[src/rtl/snoop_pkg.sv]
`default_nettype none
// ============================================================================
// snoop_pkg : shared types and helpers for the packet snooper byte-count path
// Rev 1.0
// ============================================================================
package snoop_pkg;

   localparam int KEEP_MAX = 128;
   localparam int POP_W    = 8;

   typedef enum logic [1:0] {
      ST_OFF  = 2'd0,
      ST_SYNC = 2'd1,
      ST_IDLE = 2'd2,
      ST_BUSY = 2'd3
   } state_e;

   function automatic logic [POP_W-1:0] popcount(input logic [KEEP_MAX-1:0] v);
      logic [POP_W-1:0] n;
      n = '0;
      for (int i = 0; i < KEEP_MAX; i++) begin
         n = n + POP_W'(v[i]);
      end
      return n;
   endfunction

endpackage
`default_nettype wire

[src/rtl/snoop_rec_fifo.sv]
`default_nettype none
// ============================================================================
// snoop_rec_fifo : DEPTH-entry record FIFO, push accepted when full if popping
// Rev 1.0
// ============================================================================
module snoop_rec_fifo
   import snoop_pkg::*;
#(
   parameter int  DEPTH = 2,
   parameter type REC_T = logic [32:0]
) (
   input  logic clk,
   input  logic areset,
   input  logic push_i,
   input  REC_T push_data_i,
   input  logic pop_i,
   output REC_T head_o,
   output logic empty_o,
   output logic full_o
);

   localparam int AW = $clog2(DEPTH);

   REC_T          mem_q [DEPTH];
   logic [AW-1:0] wr_ptr_q;
   logic [AW-1:0] rd_ptr_q;
   logic [AW:0]   count_q;
   logic          pop_w;
   logic          push_w;

   assign empty_o = (count_q == '0);
   assign full_o  = (count_q == (AW+1)'(DEPTH));
   assign pop_w   = pop_i && !empty_o;
   assign push_w  = push_i && (!full_o || pop_w);
   assign head_o  = mem_q[rd_ptr_q];

   // DEPTH is a power of two, so the pointers wrap naturally.
   always_ff @(posedge clk or posedge areset) begin
      if (areset) begin
         for (int i = 0; i < DEPTH; i++) begin
            mem_q[i] <= '0;
         end
         wr_ptr_q <= '0;
         rd_ptr_q <= '0;
         count_q  <= '0;
      end else begin
         if (push_w) begin
            mem_q[wr_ptr_q] <= push_data_i;
            wr_ptr_q        <= wr_ptr_q + AW'(1);
         end
         if (pop_w) begin
            rd_ptr_q <= rd_ptr_q + AW'(1);
         end
         if (push_w && !pop_w) begin
            count_q <= count_q + (AW+1)'(1);
         end else if (!push_w && pop_w) begin
            count_q <= count_q - (AW+1)'(1);
         end
      end
   end

endmodule
`default_nettype wire

[src/rtl/snoop_pkt_sequencer.sv]
`default_nettype none
// ============================================================================
// snoop_pkt_sequencer : passive per-packet byte/flit counter with record FIFO
// Rev 1.0
// ============================================================================
module snoop_pkt_sequencer
   import snoop_pkg::*;
#(
   parameter int TDATA_WIDTH = 64,
   parameter int TKEEP_WIDTH = TDATA_WIDTH/8,
   parameter int CNT_WIDTH   = 16,
   parameter int REC_DEPTH   = 2
) (
   input  logic                   clk,
   input  logic                   areset,
   input  logic                   enable,
   input  logic                   mon_tvalid,
   input  logic                   mon_tready,
   input  logic                   mon_tlast,
   input  logic [TKEEP_WIDTH-1:0] mon_tkeep,
   output logic                   rec_valid,
   input  logic                   rec_ready,
   output logic [CNT_WIDTH-1:0]   rec_bytes,
   output logic [CNT_WIDTH-1:0]   rec_flits,
   output logic                   rec_ovf,
   output logic [CNT_WIDTH-1:0]   drop_count,
   output logic                   busy
);

   typedef struct packed {
      logic [CNT_WIDTH-1:0] bytes;
      logic [CNT_WIDTH-1:0] flits;
      logic                 ovf;
   } rec_t;

   localparam int                   SW      = CNT_WIDTH + POP_W + 1;
   localparam logic [CNT_WIDTH-1:0] CNT_MAX = '1;

   state_e               state_q, state_d;
   logic                 beat_q, last_q;
   logic [POP_W-1:0]     nbytes_q;
   logic [CNT_WIDTH-1:0] bytes_q, bytes_d;
   logic [CNT_WIDTH-1:0] flits_q, flits_d;
   logic [CNT_WIDTH-1:0] drop_q;
   logic                 ovf_q, ovf_d;
   logic                 push_q, push_d;
   logic                 busy_q;
   logic                 take_w, start_w, bsat_w, fsat_w;
   logic                 pop_w, full_w, empty_w;
   logic [SW-1:0]        bsum_w, fsum_w;
   rec_t                 head_w, push_rec_w;

   always_ff @(posedge clk or posedge areset) begin
      if (areset) begin
         beat_q   <= 1'b0;
         last_q   <= 1'b0;
         nbytes_q <= '0;
      end else begin
         beat_q   <= mon_tvalid && mon_tready;
         last_q   <= mon_tlast;
         nbytes_q <= popcount(KEEP_MAX'(mon_tkeep));
      end
   end

   // In IDLE a beat starts a fresh packet, so the accumulator base is zero.
   assign start_w = (state_q == ST_IDLE);
   assign bsum_w  = (start_w ? '0 : SW'(bytes_q)) + SW'(nbytes_q);
   assign fsum_w  = (start_w ? '0 : SW'(flits_q)) + SW'(1);
   assign bsat_w  = (bsum_w > SW'(CNT_MAX));
   assign fsat_w  = (fsum_w > SW'(CNT_MAX));

   always_comb begin
      state_d = state_q;
      bytes_d = bytes_q;
      flits_d = flits_q;
      ovf_d   = ovf_q;
      push_d  = 1'b0;
      take_w  = 1'b0;
      case (state_q)
         ST_OFF: begin
            if (enable) begin
               state_d = (beat_q && !last_q) ? ST_SYNC : ST_IDLE;
            end
         end
         ST_SYNC: begin
            if (beat_q && last_q) begin
               state_d = enable ? ST_IDLE : ST_OFF;
            end
         end
         ST_IDLE: begin
            if (!enable) begin
               state_d = ST_OFF;
            end else if (beat_q) begin
               take_w  = 1'b1;
               state_d = last_q ? ST_IDLE : ST_BUSY;
            end
         end
         ST_BUSY: begin
            if (beat_q) begin
               take_w = 1'b1;
               if (last_q) begin
                  state_d = ST_IDLE;
               end
            end
         end
         default: state_d = ST_OFF;
      endcase
      if (take_w) begin
         bytes_d = bsat_w ? CNT_MAX : bsum_w[CNT_WIDTH-1:0];
         flits_d = fsat_w ? CNT_MAX : fsum_w[CNT_WIDTH-1:0];
         ovf_d   = (start_w ? 1'b0 : ovf_q) | bsat_w | fsat_w;
         push_d  = last_q;
      end
   end

   // The record is written one edge after the tlast beat is accumulated.
   always_ff @(posedge clk or posedge areset) begin
      if (areset) begin
         state_q <= ST_OFF;
         bytes_q <= '0;
         flits_q <= '0;
         ovf_q   <= 1'b0;
         push_q  <= 1'b0;
         busy_q  <= 1'b0;
         drop_q  <= '0;
      end else begin
         state_q <= state_d;
         bytes_q <= bytes_d;
         flits_q <= flits_d;
         ovf_q   <= ovf_d;
         push_q  <= push_d;
         busy_q  <= (state_d == ST_BUSY);
         if (push_q && full_w && !pop_w && (drop_q != CNT_MAX)) begin
            drop_q <= drop_q + CNT_WIDTH'(1);
         end
      end
   end

   assign push_rec_w = {bytes_q, flits_q, ovf_q};
   assign pop_w      = rec_valid && rec_ready;

   snoop_rec_fifo #(
      .DEPTH (REC_DEPTH),
      .REC_T (rec_t)
   ) u_rec_fifo (
      .clk         (clk),
      .areset      (areset),
      .push_i      (push_q),
      .push_data_i (push_rec_w),
      .pop_i       (pop_w),
      .head_o      (head_w),
      .empty_o     (empty_w),
      .full_o      (full_w)
   );

   assign rec_valid  = !empty_w;
   assign rec_bytes  = head_w.bytes;
   assign rec_flits  = head_w.flits;
   assign rec_ovf    = head_w.ovf;
   assign drop_count = drop_q;
   assign busy       = busy_q;

endmodule
`default_nettype wire

[config.mk]
export PLATFORM = sky130hd
export DESIGN_NAME = snoop_pkt_sequencer
export DESIGN_NICKNAME = d
export VERILOG_FILES = /design/src/rtl/snoop_pkg.sv /design/src/rtl/snoop_rec_fifo.sv /design/src/rtl/snoop_pkt_sequencer.sv
export SDC_FILE = /design/constraint.sdc
export NUM_CORES = 1
export LEC_CHECK = 0
export CORE_MARGIN = 10
export CORE_UTILIZATION = 50
export DETAILED_ROUTE_END_ITERATION = 7
export GPL_ROUTABILITY_DRIVEN = 0
export PLACE_DENSITY_LB_ADDON = 0.25
export REMOVE_ABC_BUFFERS = 1
export SYNTH_ARGS = -nofsm -noshare
export SYNTH_HDL_FRONTEND = slang
export SYNTH_SLANG_ARGS = --single-unit
[constraint.sdc]
create_clock -name clk -period 7.9 [get_ports clk]
set_clock_uncertainty 0.05 [all_clocks]
set_input_delay 1.58 -clock clk [delete_from_list [all_inputs] [get_ports clk]]
set_output_delay 1.58 -clock clk [all_outputs]
set_load 0.05 [all_outputs]
==> results.txt, run 1 <==
sequential share of power: 36.8%
number of synthesized flops with an enable pin: 0
hold_buf cts: 0
Clock power frac: 29.6%
Worst IR Drop VDD: 0.223 mV
fillers: 1050
Pwr Density: 332 mW/mm^2
DP HPWL: 9140 um
total power draw: 0.00261 W
post_cts resized: 0
Die H: 134 um
clock buffer depth: 2
starting density of the core: 51.4%
largest net degree at the start of global routing: 71
Startpoint Class: flip-flop
initial antenna violation count: 0
die area: 0.0180 sq mm
worst-margin pin slew: 1.04 ns
# port buffers: 65
hold crit path type: flip-flop to flip-flop
Max-cap violations: 0
Hold Vio Cnt, Final: 0
core area: 0.0127 sq mm
DRC errors left: 0
Via Count: 4726
R2R setup slack: 4.83 ns
GRT Util Overall: 15.9%
CTS tree: done
Post-DRT Antenna Nets: 0
Cell variety after synth: 60
asr flop ratio synth: 100%
min Tclk post-route: 4.35 ns
cell leakage power: 3.50 nW
Routed WL: 13600 um
count leader, synth: dfrtp_1
clk slew on worst S/H paths: 0.05 ns
Yosys warnings: 0
Power Internal: 0.00167 W
Area growth syn-to-layout: 20.7%
status: complete, no violations
cell count after synthesis: 586
Setup Crit Path Kind: flip-flop to output port
max-slew violations: 0
delay of the slowest cell on the worst path: 0.76 ns
Switch Pwr: 0.000943 W
crit path cell chain: buf_4, mux2_2, clkdlybuf4s50_1
Setup TNS: 0 ns
first-pass GRT wire length: 23500 um
placed cell area: 0.00728 sq mm
#FFs+latches synth: 129
slew margin rel.: 30.7%
post-CTS setup buffer count: 0
sw frac: 36.1%
Root Driver: clkbuf_16
Main synth FF type: dfrtp_1
Post-synth top cells: dfrtp_1, mux2_2, nand2_1
later-pin clock latency in the skew report: 0.42 ns
period utilization: 55.0%
row count: 41
vias in the first global route: 4757
GR Overflow Total: 0
RSZ-0062 raised after global routing: no
Final Cell Area: 0.00787 sq mm
H-tree depth: 4
achievable frequency: 230 MHz
TritonRoute pass-1 iters: 4
drt initial violations: 429
Max FO, Critical Path: 21
fraction of the yosys area taken by sequential cells: 49.5%
Comb pwr share: 33.6%
NumNets Final: 676
hold slack: 0.424 ns
Setup crit end kind: output port
synthesized area per cell: 11.1 sq um
multi-input logic area: 0.00303 sq mm
post-synth top area share: 49.5%
Die X: 134 um
Num Clock Sinks: 129
Critical Path AT: 2.72 ns
non-filler cells, final: 830
FF/Latch Area: 0.00323 sq mm
Diodes inserted: 0
I/O pin total: 66
post-synth top area cell: dfrtp_1
total clock buffers created by CTS: 17
vias per inst: 5.69
Synth area leaders: dfrtp_1, mux2_2, o21ai_0, xnor2_1, nand2_1
Cells after DPL: 798
CP max stage cell: dfrtp_1
layout cells sized above 1: 21.9%
mapped cell area: 0.00652 sq mm
Final Setup Violations: 0
Req. time, crit path: 6.27 ns
routed length per instance: 16.4 um
## kinds of logic (layout without fill, tap and decap cells)
family / Yosys count / in the layout / synth area share, %
AOI/OAI and AO/OA: 109 / 109 / 10.4
and+or+nand+nor: 152 / 152 / 12.2
adders and majority gates: 16 / 16 / 3.65
xor gates and xnor gates: 26 / 26 / 3.49
buffers and inverters: 57 / 129 / 3.99
muxes: 97 / 97 / 16.7
DFF: 129 / 129 / 49.5
## final timing paths
| path | from | endpoint | depth (start not counted) |
|---|---|---|---|
| worst max-delay path | u_rec_fifo.rd_ptr_q$_DFFE_PP0P_ | rec_bytes[4] | 3 |
| worst min-delay path | u_rec_fifo.mem_q[14]$_DFFE_PP0P_ | u_rec_fifo.mem_q[14]$_DFFE_PP0P_ | 2 |
| worst max register to register | state_q[0]$_DFF_PP0_ | bytes_q[9]$_DFFE_PP0P_ | 12 |
| worst min register to register | u_rec_fifo.mem_q[14]$_DFFE_PP0P_ | u_rec_fifo.mem_q[14]$_DFFE_PP0P_ | 2 |
| max in group asynchronous | areset | u_rec_fifo.mem_q[20]$_DFFE_PP0P_ | 3 |
| min in group asynchronous | areset | drop_count[9]$_DFFE_PP0P_ | 2 |
## routing by layer
metal	part of all wire [%]	global-route usage (%)	wire length, um
met4	1.8	6.05	240
met1	43	19.0	5910
met2	49	26.0	6640
met3	6.1	5.27	827
met5	0	0	0
## worst max-delay path: cells and delay by family, from the launching register on
kind	cells	cell delay, ns
buffers and inverters	2	1.15
DFF	1	0.76
muxes	1	0.40
## stage by stage
step / util (%) / setup slack, ns
after floorplan: - / 2.83
after global placement: 57.4 / 3.46
after detailed placement: 57.4 / 3.40
after CTS: 62.1 / 3.50
after global routing: 62.1 / 3.43
final: 62.1 / 3.55
## registers in the layout, summed over array words and instances (netlist names), 2 cells and up
signal              flops
nbytes_q                4
drop_count             16
state_q                 2
bytes_q                16
flits_q                16
u_rec_fifo.mem_q       66
u_rec_fifo.count_q      2
## power by group through the flow
stage	sequential (W)	combinational [W]	clock, W
after floorplan	0.000946	0.000635	0
after global placement	0.000958	0.000867	0
after detailed placement	0.000971	0.000885	0
after CTS	0.000961	0.000892	0.000789
after global routing	0.000988	0.000955	0.000819
final	0.000962	0.000879	0.000774
## placed cells by master (no fill, tap or decap), drive strengths merged, types with 4 or more instances in the layout
cell type and count:
clkbuf 22, nand4 12, xor2 9, o21ai 39
xnor2 17, or4 4, inv 25, buf 7
clkdlybuf4s50 65, clkinv 5, o31a 5, mux2 94
fa 5, nand3 18, dfrtp 129, and4 4
a21oi 24, nor3 14, and2 10, nor2 32
ha 11, nand2 38, nor4 4, a31oi 12
o22a 4, o21a 4
## final cells by class
type                       instances  area share [%]
timing repair buffer              72            8.94
clock inverter                    10            1.37
multi-input combinational        400            38.5
clock buffer                      22            6.15
inverter                          25            1.22
sequential                       129            41.0
tap                              172            2.74
(Power assumes the default switching activity.)
==> inputs of run 2 (changes only) <==
clock period = 4.4 ns   (was 7.9 ns; I/O delays follow)
==> results.txt, run 2 (synthesis gave the netlist of run 1 again) <==
RSZ-0062 raised after global routing: no
Comb pwr share: 35.3% (+1.7 points)
sequential share of power: 37.2% (+0.4 points)
placed cell area: 0.00731 sq mm (+0.48%)
cell leakage power: 3.49 nW (-0.20%)
routing usage on met2: 26.2% (+0.22 points)
Switch Pwr: 0.00166 W (+76%)
Worst IR Drop VDD: 0.429 mV (+93%)
Root Driver: clkbuf_16
largest net degree at the start of global routing: 46 (-35%)
initial antenna violation count: 0 (unchanged)
Die H: 134 um (unchanged)
global routing usage on met1: 18.6% (-0.41 points)
slew margin rel.: 19.7% (-11 points)
GR Overflow Total: 0 (unchanged)
Most Crowded Layer GR: met2
post-CTS setup buffer count: 0 (unchanged)
total clock buffers created by CTS: 17 (unchanged)
GRT Util Overall: 15.8% (-0.098 points)
Final Cell Area: 0.00784 sq mm (-0.33%)
Diodes inserted: 0 (unchanged)
hold_buf cts: 0 (unchanged)
status: complete, no violations
# port buffers: 65 (unchanged)
most frequent cells in the layout: dfrtp_1, mux2_2, clkdlybuf4s50_1
Max FO, Critical Path: 2 (-90%)
layout cells sized above 1: 21.5% (-0.40 points)
Startpoint Class: input port
TritonRoute pass-1 iters: 4 (unchanged)
max reg flops: 66 (unchanged)
NumNets Final: 679 (+0.44%)
die area: 0.0180 sq mm (unchanged)
max-slew violations: 0 (unchanged)
sw frac: 36.5% (+0.43 points)
row count: 41 (unchanged)
Setup TNS: 0 ns (unchanged)
Setup crit end kind: flip-flop
achievable frequency: 297 MHz
Area growth syn-to-layout: 20.3%
vias per inst: 5.67 (-0.36%)
vias in the first global route: 4872 (+2.4%)
register with the most flip-flops: u_rec_fifo.mem_q
min Tclk post-route: 3.37 ns
core area: 0.0127 sq mm (unchanged)
clock buffer depth: 2 (unchanged)
DP HPWL: 9490 um (+3.8%)
Final Setup Violations: 0 (unchanged)
Routed WL: 13700 um (+0.87%)
clk slew on worst S/H paths: 0.05 ns (about the same)
Hold Vio Cnt, Final: 0 (unchanged)
DRC errors left: 0 (unchanged)
Critical Path AT: 3.61 ns (+0.89 ns)
period utilization: 76.5%
most common cell after layout, fill and taps aside: dfrtp_1
H-tree depth: 4 (unchanged)
Setup Crit Path Kind: input port to flip-flop
GRT met3 Usage: 5.53% (+0.26 points)
first-pass GRT wire length: 23400 um (-0.56%)
worst-margin pin slew: 1.20 ns (+0.162 ns)
Power Internal: 0.00289 W (+73%)
Req. time, crit path: 4.65 ns (-1.62 ns)
Via Count: 4726 (unchanged)
Clock power frac: 27.5% (-2.1 points)
starting density of the core: 51.4% (unchanged)
Max-cap violations: 0 (unchanged)
I/O pin total: 66 (unchanged)
routed length per instance: 16.5 um (+0.51%)
Post-DRT Antenna Nets: 0 (unchanged)
hold crit path type: flip-flop to flip-flop
Pwr Density: 581 mW/mm^2 (+75%)
drt initial violations: 365 (-15%)
Die X: 134 um (unchanged)
CTS tree: done
post_cts resized: 0 (unchanged)
later-pin clock latency in the skew report: 0.41 ns (about the same)
Num Clock Sinks: 129 (unchanged)
-- run 2: changes by cell type in the layout (fill, tap and decap cells not counted) --
cell	change
clkbuf_1	+5
clkinvlp_4	-2
buf_4	+2
buf_12	+1
bufinv_16	-2
clkinv_2	-1
-- run 2: layout make-up --
type,instances,area (sq um)
fill,1052,4830
sequential,129,3230
multi-input combinational,400,3030
timing repair buffer,75,738
clock buffer,27,503
tap,172,215
inverter,25,96.3
clock inverter,5,27.5
-- run 2: final timing paths --
check,start,to,slack (ns),depth (start not counted)
worst min register to register,u_rec_fifo.mem_q[14]$_DFFE_PP0P_,u_rec_fifo.mem_q[14]$_DFFE_PP0P_,0.43,2
worst max-delay path,mon_tkeep[0],nbytes_q[2]$_DFF_PP0_,1.03,9
min in group asynchronous,areset,flits_q[9]$_DFFE_PP0P_,0.85,2
worst max register to register,state_q[0]$_DFF_PP0_,bytes_q[9]$_DFFE_PP0P_,1.27,11
max in group asynchronous,areset,bytes_q[9]$_DFFE_PP0P_,2.66,3
worst min-delay path,u_rec_fifo.mem_q[14]$_DFFE_PP0P_,u_rec_fifo.mem_q[14]$_DFFE_PP0P_,0.43,2
-- run 2: layer usage --
layer	routed length (um)	vias to the layer above
li1	-	2227
met5	0	-
met1	5780	2346
met2	6920	144
met4	121	0
met3	920	9
-- run 2: critical path: stages --
cell,delay [ns]
clkdlybuf4s50_1,0.43
fa_1,0.55
inv_1,0.05
fa_1,0.45
fa_1,0.49
inv_1,0.05
ha_1,0.20
fa_1,0.38
xor2_1,0.15
-- run 2: per-stage QoR --
stage	util, %	std cells	setup slack [ns]	hold slack, ns	power [W]
after floorplan	-	554	0.0290	0.394	0.00284
after global placement	57.7	801	0.657	0.406	0.00328
after detailed placement	57.7	801	0.591	0.415	0.00334
after CTS	61.9	833	1.03	0.427	0.00461
after global routing	61.9	833	0.981	0.449	0.00483
final	61.9	833	1.03	0.427	0.00456
-- run 2: power by group through the flow --
stage               clock network, W  logic, W  registers [W]
global placement                   0   0.00158        0.00169
global route                 0.00133   0.00175        0.00174
detailed placement                 0   0.00162        0.00171
CTS                          0.00128   0.00163        0.00169
finish                       0.00125   0.00161        0.00170
floorplan                          0   0.00114        0.00170
==> inputs of run 3 (changes only) <==
clock period = 3.2 ns   (was 4.4 ns; I/O delays follow)
==> results.txt, run 3 (synthesis gave the netlist of run 1 again) <==
delay of the slowest cell on the worst path: 0.54 ns (about the same)
Die H: 134 um (unchanged)
Setup Crit Path Kind: input port to flip-flop
drt initial violations: 302 (-17%)
I/O pin total: 66 (unchanged)
global routing usage on met1: 19.7% (+1.1 points)
clk slew on worst S/H paths: 0.05 ns (about the same)
Area growth syn-to-layout: 19.3%
period utilization: 96.1%
min Tclk post-route: 3.08 ns
Via Count: 4733 (+0.15%)
die area: 0.0180 sq mm (unchanged)
hold crit path type: flip-flop to flip-flop
Routed WL: 14000 um (+1.7%)
DP HPWL: 9630 um (+1.5%)
hold slack: 0.425 ns (-0.00139 ns)
register with the most flip-flops: u_rec_fifo.mem_q
Post-DRT Antenna Nets: 0 (unchanged)
achievable frequency: 325 MHz
# port buffers: 65 (unchanged)
Max FO, Critical Path: 2 (unchanged)
Setup crit end kind: flip-flop
cell leakage power: 3.56 nW (+1.9%)
starting density of the core: 51.4% (unchanged)
most frequent cells in the layout: dfrtp_1, mux2_2, buf_4
slew margin rel.: 57.3% (+38 points)
GRT Util Overall: 16.4% (+0.58 points)
setup ws final: 0.125 ns (-0.908 ns)
initial antenna violation count: 0 (unchanged)
crit path cell chain: clkdlybuf4s50_1, fa_1, inv_1, fa_1, fa_1, inv_1, ha_1, fa_2, xor2_1
worst-margin pin slew: 0.640 ns (-0.562 ns)
CTS tree: done
max-slew violations: 0 (unchanged)
routed length per instance: 16.8 um (+2.0%)
RSZ-0062 raised after global routing: no
DRC errors left: 0 (unchanged)
Startpoint Class: input port
GR Overflow Total: 0 (unchanged)
total clock buffers created by CTS: 17 (unchanged)
Num Clock Sinks: 129 (unchanged)
first-pass GRT wire length: 24100 um (+2.9%)
Req. time, crit path: 3.46 ns (-1.19 ns)
vias in the first global route: 4844 (-0.57%)
core area: 0.0127 sq mm (unchanged)
Hold Vio Cnt, Final: 0 (unchanged)
Critical Path AT: 3.33 ns (-0.28 ns)
status: complete, no violations
clock buffer depth: 2 (unchanged)
Pwr Density: 798 mW/mm^2 (+37%)
most common cell after layout, fill and taps aside: dfrtp_1
vias per inst: 5.70 (+0.51%)
Max-cap violations: 0 (unchanged)
Most Crowded Layer GR: met2
row count: 41 (unchanged)
Final Setup Violations: 0 (unchanged)
NumNets Final: 683 (+0.59%)
H-tree depth: 4 (unchanged)
CP max stage cell: fa_1
worst slack, placed: -0.376 ns (-0.967 ns)
TritonRoute pass-1 iters: 5 (+1)
layout cells sized above 1: 26.7% (+5.3 points)
GRT met3 Usage: 4.56% (-0.97 points)
Diodes inserted: 0 (unchanged)
Worst IR Drop VDD: 0.495 mV (+15%)
routing usage on met2: 27.2% (+0.96 points)
later-pin clock latency in the skew report: 0.42 ns (about the same)
CP dominant cell by count: fa_1
largest net degree at the start of global routing: 46 (unchanged)
Root Driver: clkbuf_16
Die X: 134 um (unchanged)
max reg flops: 66 (unchanged)
[run 3: timing repair]
item	4_1_cts	5_1_grt
endpoints found under the setup margin	0	1
buffers inserted	0	0
resized for setup	0	1
hold buffers	0	0
[run 3: routing by layer]
layer,vias to the layer above,wire length (um)
met5,-,0
met4,0,255
met3,22,734
met2,123,6910
met1,2344,6070
li1,2244,-
[run 3: metrics by stage]
stage	area, sq um	util [%]	setup TNS [ns]	power (W)	instances
floorplan	6350	-	-120.10	0.00390	554
finish	7770	61.4	0	0.00620	830
global route	7770	61.4	0	0.00657	830
global placement	7280	57.5	-0.501	0.00450	805
detailed placement	7280	57.5	-0.741	0.00459	805
CTS	7770	61.3	0	0.00625	830
[run 3: cell type report]
| type | instances | area (sq um) |
|---|---|---|
| clock buffers | 23 | 478 |
| fillers | 1046 | 4900 |
| multi-input cells | 400 | 3040 |
| well taps | 172 | 215 |
| clock inverters | 2 | 10.0 |
| repair buffers | 79 | 711 |
| inverters | 25 | 96.3 |
| flip-flops and latches | 129 | 3230 |
[run 3: report_power, final]
group | leakage, nW | internal [W] | total [W] | switching, W
logic | 1.63 | 0.000889 | 0.00218 | 0.00129
registers | 1.68 | 0.00200 | 0.00237 | 0.000372
clock network | 0.242 | 0.00101 | 0.00164 | 0.000631
[run 3: worst max-delay path, delay by kind of cell]
| family | cells | cell delay [ns] |
|---|---|---|
| xor gates and xnor gates | 1 | 0.15 |
| adders and majority gates | 5 | 2.03 |
| buffers and inverters | 3 | 0.52 |
[run 3: path summary, 6_finish.rpt]
check,from,end,slack (ns),cells past startpoint
setup / recovery,mon_tkeep[0],nbytes_q[2]$_DFF_PP0_,0.12,9
hold / removal,u_rec_fifo.mem_q[28]$_DFFE_PP0P_,u_rec_fifo.mem_q[28]$_DFFE_PP0P_,0.43,2
setup reg to reg,state_q[0]$_DFF_PP0_,bytes_q[9]$_DFFE_PP0P_,0.32,11
hold reg to reg,u_rec_fifo.mem_q[28]$_DFFE_PP0P_,u_rec_fifo.mem_q[28]$_DFFE_PP0P_,0.43,2
max in group asynchronous,areset,bytes_q[0]$_DFFE_PP0P_,1.76,3
min in group asynchronous,areset,u_rec_fifo.mem_q[15]$_DFFE_PP0P_,0.57,2
